===== config.mk =====
export PLATFORM = sky130hd
export DESIGN_NAME = difftest_commit_pack
export DESIGN_NICKNAME = d
export VERILOG_FILES = /design/src/rtl/difftest_pkg.sv /design/src/rtl/commit_lane_pack.sv /design/src/rtl/difftest_commit_pack.sv
export SDC_FILE = /design/constraint.sdc
export NUM_CORES = 1
export LEC_CHECK = 0
export BUFFER_PORTS_ARGS = -buffer_cell sky130_fd_sc_hd__buf_2
export CAP_MARGIN = 20
export CORE_AREA = 2 2 346 348
export CTS_CLUSTER_DIAMETER = 100
export CTS_CLUSTER_SIZE = 40
export DETAILED_ROUTE_END_ITERATION = 10
export DIE_AREA = 0 0 348 350
export PLACE_DENSITY = 0.45
export SYNTH_ARGS = -nofsm -noshare
export SYNTH_HDL_FRONTEND = slang
export SYNTH_SLANG_ARGS = --single-unit

===== constraint.sdc =====
create_clock -name clock -period 25.7 [get_ports clock]
set_clock_uncertainty 0.2 [all_clocks]
set_input_delay 2.57 -clock clock [delete_from_list [all_inputs] [get_ports clock]]
set_output_delay 2.57 -clock clock [all_outputs]
set_load 0.01 [all_outputs]

===== src/rtl/difftest_pkg.sv =====
// Shared constants and state encoding for the difftest commit front end.
package difftest_pkg;

    localparam int unsigned XLEN    = 64;
    localparam int unsigned ILEN    = 32;
    localparam int unsigned WDEST_W = 8;

    localparam logic [31:0] GOOD_TRAP_INST = 32'h0000006b;

    typedef enum logic [0:0] {
        StRun,
        StHalt
    } commit_state_e;

endpackage


===== src/rtl/commit_lane_pack.sv =====
// Combinational lane compactor: moves accepted lanes down to contiguous output slots
// in ascending lane order and reports how many were accepted.
module commit_lane_pack #(
    parameter int unsigned NCOMMIT = 2,
    parameter int unsigned XLEN    = difftest_pkg::XLEN,
    parameter int unsigned ILEN    = difftest_pkg::ILEN,
    parameter int unsigned WDEST_W = difftest_pkg::WDEST_W
) (
    input  logic [NCOMMIT-1:0]         accept,
    input  logic [NCOMMIT*XLEN-1:0]    in_pc,
    input  logic [NCOMMIT*ILEN-1:0]    in_instr,
    input  logic [NCOMMIT-1:0]         in_skip,
    input  logic [NCOMMIT-1:0]         in_wen,
    input  logic [NCOMMIT*WDEST_W-1:0] in_wdest,
    input  logic [NCOMMIT*XLEN-1:0]    in_wdata,
    output logic [NCOMMIT-1:0]         pack_valid,
    output logic [NCOMMIT*XLEN-1:0]    pack_pc,
    output logic [NCOMMIT*ILEN-1:0]    pack_instr,
    output logic [NCOMMIT-1:0]         pack_skip,
    output logic [NCOMMIT-1:0]         pack_wen,
    output logic [NCOMMIT*WDEST_W-1:0] pack_wdest,
    output logic [NCOMMIT*XLEN-1:0]    pack_wdata,
    output logic [$clog2(NCOMMIT+1)-1:0] accept_cnt
);

    localparam int unsigned CntW = $clog2(NCOMMIT + 1);

    always_comb begin
        int slot;
        pack_valid = '0;
        pack_pc    = '0;
        pack_instr = '0;
        pack_skip  = '0;
        pack_wen   = '0;
        pack_wdest = '0;
        pack_wdata = '0;
        slot       = 0;
        for (int i = 0; i < int'(NCOMMIT); i++) begin
            if (accept[i]) begin
                // Constant slot index per unrolled k keeps the selects static.
                for (int k = 0; k < int'(NCOMMIT); k++) begin
                    if (k == slot) begin
                        pack_valid[k]                    = 1'b1;
                        pack_pc[k*XLEN +: XLEN]          = in_pc[i*XLEN +: XLEN];
                        pack_instr[k*ILEN +: ILEN]       = in_instr[i*ILEN +: ILEN];
                        pack_skip[k]                     = in_skip[i];
                        pack_wen[k]                      = in_wen[i];
                        pack_wdest[k*WDEST_W +: WDEST_W] = in_wdest[i*WDEST_W +: WDEST_W];
                        pack_wdata[k*XLEN +: XLEN]       = in_wdata[i*XLEN +: XLEN];
                    end
                end
                slot = slot + 1;
            end
        end
        accept_cnt = CntW'(slot);
    end

endmodule


===== src/rtl/difftest_commit_pack.sv =====
// Multi-lane retirement front end: filters empty/duplicate lanes, packs and registers them,
// and counts cycles and instructions. Good-trap halt exists only with DIFFTEST_TRAP_EN.
module difftest_commit_pack #(
    parameter int unsigned NCOMMIT = 2,
    parameter int unsigned XLEN    = difftest_pkg::XLEN,
    parameter int unsigned ILEN    = difftest_pkg::ILEN
) (
    input  logic                                      clock,
    input  logic                                      reset,
    input  logic [NCOMMIT-1:0]                        in_valid,
    input  logic [NCOMMIT*XLEN-1:0]                   in_pc,
    input  logic [NCOMMIT*ILEN-1:0]                   in_instr,
    input  logic [NCOMMIT-1:0]                        in_skip,
    input  logic [NCOMMIT-1:0]                        in_wen,
    input  logic [NCOMMIT*difftest_pkg::WDEST_W-1:0]  in_wdest,
    input  logic [NCOMMIT*XLEN-1:0]                   in_wdata,
    input  logic [XLEN-1:0]                           trap_a0,
    output logic [NCOMMIT-1:0]                        out_valid,
    output logic [NCOMMIT*XLEN-1:0]                   out_pc,
    output logic [NCOMMIT*ILEN-1:0]                   out_instr,
    output logic [NCOMMIT-1:0]                        out_skip,
    output logic [NCOMMIT-1:0]                        out_wen,
    output logic [NCOMMIT*difftest_pkg::WDEST_W-1:0]  out_wdest,
    output logic [NCOMMIT*XLEN-1:0]                   out_wdata,
    output logic [63:0]                               cycle_cnt,
`ifdef DIFFTEST_TRAP_EN
    output logic                                      trap_valid,
    output logic [7:0]                                trap_code,
    output logic [XLEN-1:0]                           trap_pc,
`endif
    output logic [63:0]                               instr_cnt
);

    import difftest_pkg::*;

    localparam int unsigned CntW = $clog2(NCOMMIT + 1);

    logic                  halted;
    logic [NCOMMIT-1:0]    accept;
    logic [XLEN-1:0]       last_pc_q, last_pc_d;
    logic                  last_pc_vld_q, last_pc_vld_d;
    logic                  trap_hit;
    logic [XLEN-1:0]       trap_hit_pc;

    logic [NCOMMIT-1:0]          pack_valid;
    logic [NCOMMIT*XLEN-1:0]     pack_pc;
    logic [NCOMMIT*ILEN-1:0]     pack_instr;
    logic [NCOMMIT-1:0]          pack_skip;
    logic [NCOMMIT-1:0]          pack_wen;
    logic [NCOMMIT*WDEST_W-1:0]  pack_wdest;
    logic [NCOMMIT*XLEN-1:0]     pack_wdata;
    logic [CntW-1:0]             accept_cnt;

    logic [NCOMMIT-1:0]          out_valid_q;
    logic [NCOMMIT*XLEN-1:0]     out_pc_q;
    logic [NCOMMIT*ILEN-1:0]     out_instr_q;
    logic [NCOMMIT-1:0]          out_skip_q;
    logic [NCOMMIT-1:0]          out_wen_q;
    logic [NCOMMIT*WDEST_W-1:0]  out_wdest_q;
    logic [NCOMMIT*XLEN-1:0]     out_wdata_q;
    logic [63:0]                 cycle_cnt_q;
    logic [63:0]                 instr_cnt_q;

    // Without the trap feature the upper a0 bits (or all of them) go nowhere.
    logic unused_trap_a0;
    assign unused_trap_a0 = ^trap_a0;

    // Running last-PC scan: each accepted lane becomes the reference for the lanes above it.
    always_comb begin
        logic blocked;
        accept        = '0;
        last_pc_d     = last_pc_q;
        last_pc_vld_d = last_pc_vld_q;
        trap_hit      = 1'b0;
        trap_hit_pc   = '0;
        blocked       = halted;
        for (int i = 0; i < int'(NCOMMIT); i++) begin
            if (!blocked && in_valid[i] && (in_instr[i*ILEN +: ILEN] != '0) &&
                !(last_pc_vld_d && (in_pc[i*XLEN +: XLEN] == last_pc_d))) begin
                accept[i]     = 1'b1;
                last_pc_d     = in_pc[i*XLEN +: XLEN];
                last_pc_vld_d = 1'b1;
`ifdef DIFFTEST_TRAP_EN
                if (in_instr[i*ILEN +: ILEN] == ILEN'(GOOD_TRAP_INST)) begin
                    trap_hit    = 1'b1;
                    trap_hit_pc = in_pc[i*XLEN +: XLEN];
                    blocked     = 1'b1;
                end
`endif
            end
        end
    end

`ifdef DIFFTEST_TRAP_EN
    commit_state_e state_q, state_d;
    logic [7:0]    trap_code_q;
    logic [XLEN-1:0] trap_pc_q;

    always_comb begin
        state_d = state_q;
        unique case (state_q)
            StRun:   if (trap_hit) state_d = StHalt;
            StHalt:  state_d = StHalt;
            default: state_d = StRun;
        endcase
    end

    always_ff @(posedge clock or posedge reset) begin
        if (reset) begin
            state_q     <= StRun;
            trap_code_q <= '0;
            trap_pc_q   <= '0;
        end else begin
            state_q <= state_d;
            if (trap_hit) begin
                trap_code_q <= trap_a0[7:0];
                trap_pc_q   <= trap_hit_pc;
            end
        end
    end

    assign halted     = (state_q == StHalt);
    assign trap_valid = halted;
    assign trap_code  = trap_code_q;
    assign trap_pc    = trap_pc_q;
`else
    logic unused_trap_hit;
    assign unused_trap_hit = trap_hit | (^trap_hit_pc);
    assign halted          = 1'b0;
`endif

    commit_lane_pack #(
        .NCOMMIT (NCOMMIT),
        .XLEN    (XLEN),
        .ILEN    (ILEN),
        .WDEST_W (WDEST_W)
    ) u_pack (
        .accept     (accept),
        .in_pc      (in_pc),
        .in_instr   (in_instr),
        .in_skip    (in_skip),
        .in_wen     (in_wen),
        .in_wdest   (in_wdest),
        .in_wdata   (in_wdata),
        .pack_valid (pack_valid),
        .pack_pc    (pack_pc),
        .pack_instr (pack_instr),
        .pack_skip  (pack_skip),
        .pack_wen   (pack_wen),
        .pack_wdest (pack_wdest),
        .pack_wdata (pack_wdata),
        .accept_cnt (accept_cnt)
    );

    always_ff @(posedge clock or posedge reset) begin
        if (reset) begin
            out_valid_q   <= '0;
            out_pc_q      <= '0;
            out_instr_q   <= '0;
            out_skip_q    <= '0;
            out_wen_q     <= '0;
            out_wdest_q   <= '0;
            out_wdata_q   <= '0;
            last_pc_q     <= '0;
            last_pc_vld_q <= 1'b0;
            cycle_cnt_q   <= '0;
            instr_cnt_q   <= '0;
        end else begin
            out_valid_q   <= pack_valid;
            out_pc_q      <= pack_pc;
            out_instr_q   <= pack_instr;
            out_skip_q    <= pack_skip;
            out_wen_q     <= pack_wen;
            out_wdest_q   <= pack_wdest;
            out_wdata_q   <= pack_wdata;
            last_pc_q     <= last_pc_d;
            last_pc_vld_q <= last_pc_vld_d;
            if (!halted) begin
                cycle_cnt_q <= cycle_cnt_q + 64'd1;
            end
            instr_cnt_q <= instr_cnt_q + 64'(accept_cnt);
        end
    end

    assign out_valid = out_valid_q;
    assign out_pc    = out_pc_q;
    assign out_instr = out_instr_q;
    assign out_skip  = out_skip_q;
    assign out_wen   = out_wen_q;
    assign out_wdest = out_wdest_q;
    assign out_wdata = out_wdata_q;
    assign cycle_cnt = cycle_cnt_q;
    assign instr_cnt = instr_cnt_q;

endmodule


# After elaboration in Yosys (flattened, before gate mapping)
# Cells that the tools add are included.
# totals
regBits,535
inputBits,408
out_inout_bits,470
elab_cells,64
# classes
n_addsub,3
n_eq_ne,3
n_mux,36
reduce_logical,11
# ops
operator,count
64-bit two-way mux,9
128-bit two-way mux,2
64-bit == test,2
32-bit two-way mux,3
"64-bit by 1-bit adder with 64-bit output, second input constant",1
64-bit by 2-bit adder with 64-bit output,1
32-bit nonzero test,2
32-bit logical NOT,1
8-bit two-way mux,3
16-bit two-way mux,1
1-bit two-way mux,14
2-bit two-way mux,4
1-bit logical AND,6
"1-bit by 1-bit adder with 2-bit output, second input constant",1
1-bit logical NOT,2
"1-bit == test, first input constant",1

# Depth between registers and ports, before layout
# depth
word_depth,12
depth_mapped,25

# Modules after synthesis
# From an unflattened synthesis, not the netlist that was laid out.
# hier_totals
cells_unflattened,1964
hier_area_um2,23237.3
# modules_own_cells
module,n_inst,cells_each,area_each_um2,seq_area_each_um2
difftest_commit_pack,1,1537,20243.2,13387.8
commit_lane_pack,1,427,2994.1,0.0

# Worst setup path before layout
# OpenSTA, ideal clock, no wires.
# synth_timing
kind,input -> register
startpoint,input port in_pc[0]
endpoint,"register instr_cnt_q[58], in the netlist instr_cnt[58]"
setup_time_ns,0.126
arrival_ns,7.750
required_time_ns,25.374
path_slack_ns,17.624
cell_stages,23
path_cell_list,xor2_1 or4_1 or4b_1 nor4_2 a21o_1 a21oi_1 nor4_1 a41o_1 buf_4 buf_6 buf_2 inv_2 ha_1 ha_1 inv_1 fa_1 nor3b_1 nand4_1 nor4_1 nand3_1 nor2_1 nand4_1 xnor2_1
# synth_via
elab_chain_len,12
elab_cells_between_ends,16
cone_classes,add/sub (2); eq/ne (2); mux (6); reduce/logical (6)
# synth_rtl
item,line,rtl
"start, declared",difftest_commit_pack.sv:11,"input logic [NCOMMIT*XLEN-1:0] in_pc,"
64-bit == test,difftest_commit_pack.sv:79,!(last_pc_vld_d && (in_pc[i*XLEN +: XLEN] == last_pc_d))) begin
1-bit logical AND,difftest_commit_pack.sv:79,
1-bit logical NOT,difftest_commit_pack.sv:79,
1-bit logical AND,difftest_commit_pack.sv:78,if (!blocked && in_valid[i] && (in_instr[i*ILEN +: ILEN] != '0) &&
64-bit two-way mux,difftest_commit_pack.sv:78,
64-bit == test,difftest_commit_pack.sv:79,
1-bit logical AND,difftest_commit_pack.sv:79,
1-bit logical NOT,difftest_commit_pack.sv:79,
1-bit logical AND,difftest_commit_pack.sv:78,
1-bit two-way mux,difftest_commit_pack.sv:78,
2-bit two-way mux *,commit_lane_pack.sv:39,if (accept[i]) begin
64-bit by 2-bit adder with 64-bit output *,difftest_commit_pack.sv:181,instr_cnt_q <= instr_cnt_q + 64'(accept_cnt);
"end signal, assigned",difftest_commit_pack.sv:181,
"end, declared",difftest_commit_pack.sv:62,logic [63:0] instr_cnt_q;
# Every way passes the cells marked *; elsewhere a longest branch is shown, timed or not.

# Final worst setup path
# layout_timing
startpoint,input port in_pc[19]
endpoint,"register instr_cnt_q[58], in the netlist instr_cnt[58]"
# Same word-level chain as after synthesis.

==> results.sh <==
export IMPL_status="completed"
export IMPL_max_freq_ghz=0.101
export IMPL_synth_cell_area_sq_um=23300
export IMPL_first_pass_iters=5
export IMPL_io_pins=878
export IMPL_tightest_slew_ns=1.16
export IMPL_cts_repair_resized=0
export IMPL_clk_path_buf_depth=3
export IMPL_ys_warn_count=0
export IMPL_synth_commonest_cells="dfrtp_1 (535), nand2_1 (232), inv_1 (208)"
export IMPL_leakagePower_nw=15.4
export IMPL_p_clk_frac=0.344
export IMPL_vias=20030
export IMPL_ir_drop_mv=0.0645
export IMPL_drive_gt1_frac=0.305
export IMPL_clock_sinks=535
export IMPL_critPathSlowestCell="a41o_4"
export IMPL_yosys_area_top_type="dfrtp_1"
export IMPL_async_flop_share=1.00
export IMPL_syn_nets=2594
export IMPL_wl_per_cell_um=25.4
export IMPL_setup_ws_ns=15.77
export IMPL_yosysSeqAreaShare=0.574
export IMPL_switchingPower_w=0.000601
export IMPL_worstSkewPairLatency_ns=0.67
export IMPL_max_cap_violations=0
export IMPL_grt_start_max_net_pins=142
export IMPL_stdcell_area_sq_um=30200
export IMPL_endpoint_kind="register"
export IMPL_avgSynthCellArea_sq_um=10.7
export IMPL_synth_distinct_cells=53
export IMPL_cp_top_family="simple AND/OR/NAND/NOR gates"
export IMPL_die_h_um=350
export IMPL_intPower_w=0.00126
export IMPL_synth_seq_cells=535
export IMPL_drv_slew=0
export IMPL_routabilityCongestion=0.936
export IMPL_setup_violations=0
export IMPL_post_cts_buffers=0
export IMPL_fin_crit_ns=9.93
export IMPL_ys_flop_type="dfrtp_1"
export IMPL_power_density_nw_per_um2=61.5
export IMPL_cp_cell_sequence="buf_2 -> xnor2_1 -> nand4_1 -> nor4_1 -> nand4_1 -> nor2_1 -> a21oi_4 -> inv_8 -> nand3_1 -> o31ai_1 -> a41o_4 -> inv_2 -> ha_1 -> ha_1 -> inv_1 -> fa_1 -> nor3b_1 -> nand4_1 -> nor4_1 -> nand3_1 -> nor2_1 -> nand4_1 -> xnor2_1"
export IMPL_grt_pass1_wl_um=159000
export IMPL_numCtsBuffers=30
export IMPL_place_area_sq_um=29000
export IMPL_final_nets=3349
export IMPL_antenna_found_initial=27
export IMPL_syn_to_final_growth_pct=29.6
export IMPL_setup_tns_final_ns=0
export IMPL_cts_root_buf="clkbuf_16"
export IMPL_yosys_top_cells_area="dfrtp_1 (57%), o31ai_1 (5.6%), xnor2_1 (4.2%)"
export IMPL_fill_cells=12851
export IMPL_die_w_um=348
export IMPL_clk_pin_slew_worst_paths_ns=0.10
export IMPL_crit_fanout=80
export IMPL_p_seq_frac=0.496
export IMPL_fp_dieArea_sq_um=122000
export IMPL_critPathBufInv=4
export IMPL_row_count=126
export IMPL_grt_overflow=0
export IMPL_drt_wl_total_um=114000
export IMPL_synthCells=2180
export IMPL_htreeDepth=1
export IMPL_start_util=0.198
export IMPL_comb_power_share=0.160
export IMPL_core_area_sq_um=118000
export IMPL_portBuffers=813
export IMPL_crit_path_max_incr_delay_ns=0.79
export IMPL_synth_edf_count=0
export IMPL_viasPerCell=4.45
export IMPL_track_usage=0.181
export IMPL_ant_nets=0
export IMPL_required_ns=26.02
export IMPL_relSlewSlack=0.222
export IMPL_drt_iter0_drc=1406
export IMPL_path_class="in2reg"
export IMPL_cp_common_cell="nand4_1"
export IMPL_first_global_vias=20575
export IMPL_rsz0062_at_grt="false"
export IMPL_final_util=0.256
export IMPL_hpwl_um=91600
export IMPL_dp_slack_ns=15.00
export IMPL_hold_viol=0
export IMPL_cts_tree="done"
export IMPL_synth_top_area_share=0.574
export IMPL_ctsHoldBuffers=0
export IMPL_holdCritPathClass="reg2reg"
export IMPL_power_switching_share=0.323
export IMPL_holdWs_ns=0.267
export IMPL_yosysMostFrequentCell="dfrtp_1"
export IMPL_min_period_over_period=0.386
export IMPL_cp_arrival_ns=10.25
export IMPL_startpoint_type="input pin"
export IMPL_drc=0
## metrics by stage
step | std cells | total power (W)
2_1_floorplan | 2180 | 0.00107
3_3_place_gp | 4439 | 0.00124
3_5_place_dp | 4439 | 0.00124
4_1_cts | 4494 | 0.00189
5_1_grt | 4496 | 0.00194
6_report | 4499 | 0.00186
## path summary, 6_finish.rpt
| kind | cells past startpoint | slack [ns] | end | start |
|---|---|---|---|---|
| worst max-delay path | 23 | 15.77 | instr_cnt[58] | in_pc[19] |
| worst min-delay path | 1 | 0.27 | cycle_cnt[63] | cycle_cnt[63] |
| worst max register to register | 22 | 17.36 | instr_cnt[58] | last_pc_q[19] |
| worst min register to register | 1 | 0.27 | cycle_cnt[63] | cycle_cnt[63] |
| max in group asynchronous | 4 | 21.11 | out_wdata[98] | reset |
| min in group asynchronous | 2 | 1.91 | out_instr[5] | reset |
## routing by layer
metal | vias up | share of wire | track usage
met1 | 10056 | 0.41 | 0.223
met5 | - | 0.0021 | 0
met2 | 730 | 0.50 | 0.318
li1 | 9038 | - | -
met4 | 38 | 0.029 | 0.0487
met3 | 168 | 0.063 | 0.0380
## area by class of cell
cell class	instances	area (sq um)	share of cell area
timing repair buffer	836	4250	0.141
inverter	212	811	0.0268
sequential	535	13400	0.443
tap	1536	1920	0.0636
multi-input combinational	1320	8590	0.284
clock inverter	22	423	0.0140
clock buffer	33	803	0.0266
antenna	5	12.5	0.000414
## power by group through the flow
| stage | clock network, W | registers (W) | logic [W] |
|---|---|---|---|
| after floorplan | 0 | 0.000946 | 0.000123 |
| after global placement | 0 | 0.000938 | 0.000302 |
| after detailed placement | 0 | 0.000938 | 0.000301 |
| after CTS | 0.000667 | 0.000922 | 0.000302 |
| after global routing | 0.000695 | 0.000927 | 0.000321 |
| final | 0.000640 | 0.000922 | 0.000297 |
## cells in the final DEF (no fill, tap or decap), drive strengths merged, types with 6 or more instances in the layout
cell type	synthesis	layout
a22o	7	7
o31ai	174	174
nor2	56	56
a221oi	7	7
and4	7	7
o2bb2ai	12	12
nand3	54	54
buf	45	836
and3	24	24
mux2i	66	66
clkbuf	68	33
a222oi	8	8
nand4	38	38
xor2	95	95
nor4	41	41
o221ai	6	6
o22ai	31	31
inv	212	219
nand2b	26	26
nor3	185	185
xnor2	113	113
a21boi	63	63
nor2b	14	14
clkinv	0	13
nand2	232	232
dfrtp	535	535
## cells by family (layout without fill, tap and decap cells)
kind of cell	Yosys count	after routing	share of synthesized area
flops	535	535	0.574
simple gates	695	695	0.146
fa+ha+maj	6	6	0.00354
other cells	0	5	0
compound gates	345	345	0.112
buf+inv	325	1103	0.0580
xor+xnor	208	208	0.0781
mux	66	66	0.0283
## registers in the layout, summed over array words and instances, names as in the netlist
register / flops
out_wen: 2
out_skip: 2
instr_cnt: 64
out_valid: 2
cycle_cnt: 64
out_pc: 128
out_wdest: 16
out_wdata: 128
last_pc_vld_q: 1
out_instr: 64
last_pc_q: 64
Note: power is estimated with default switching activity, not from simulation.
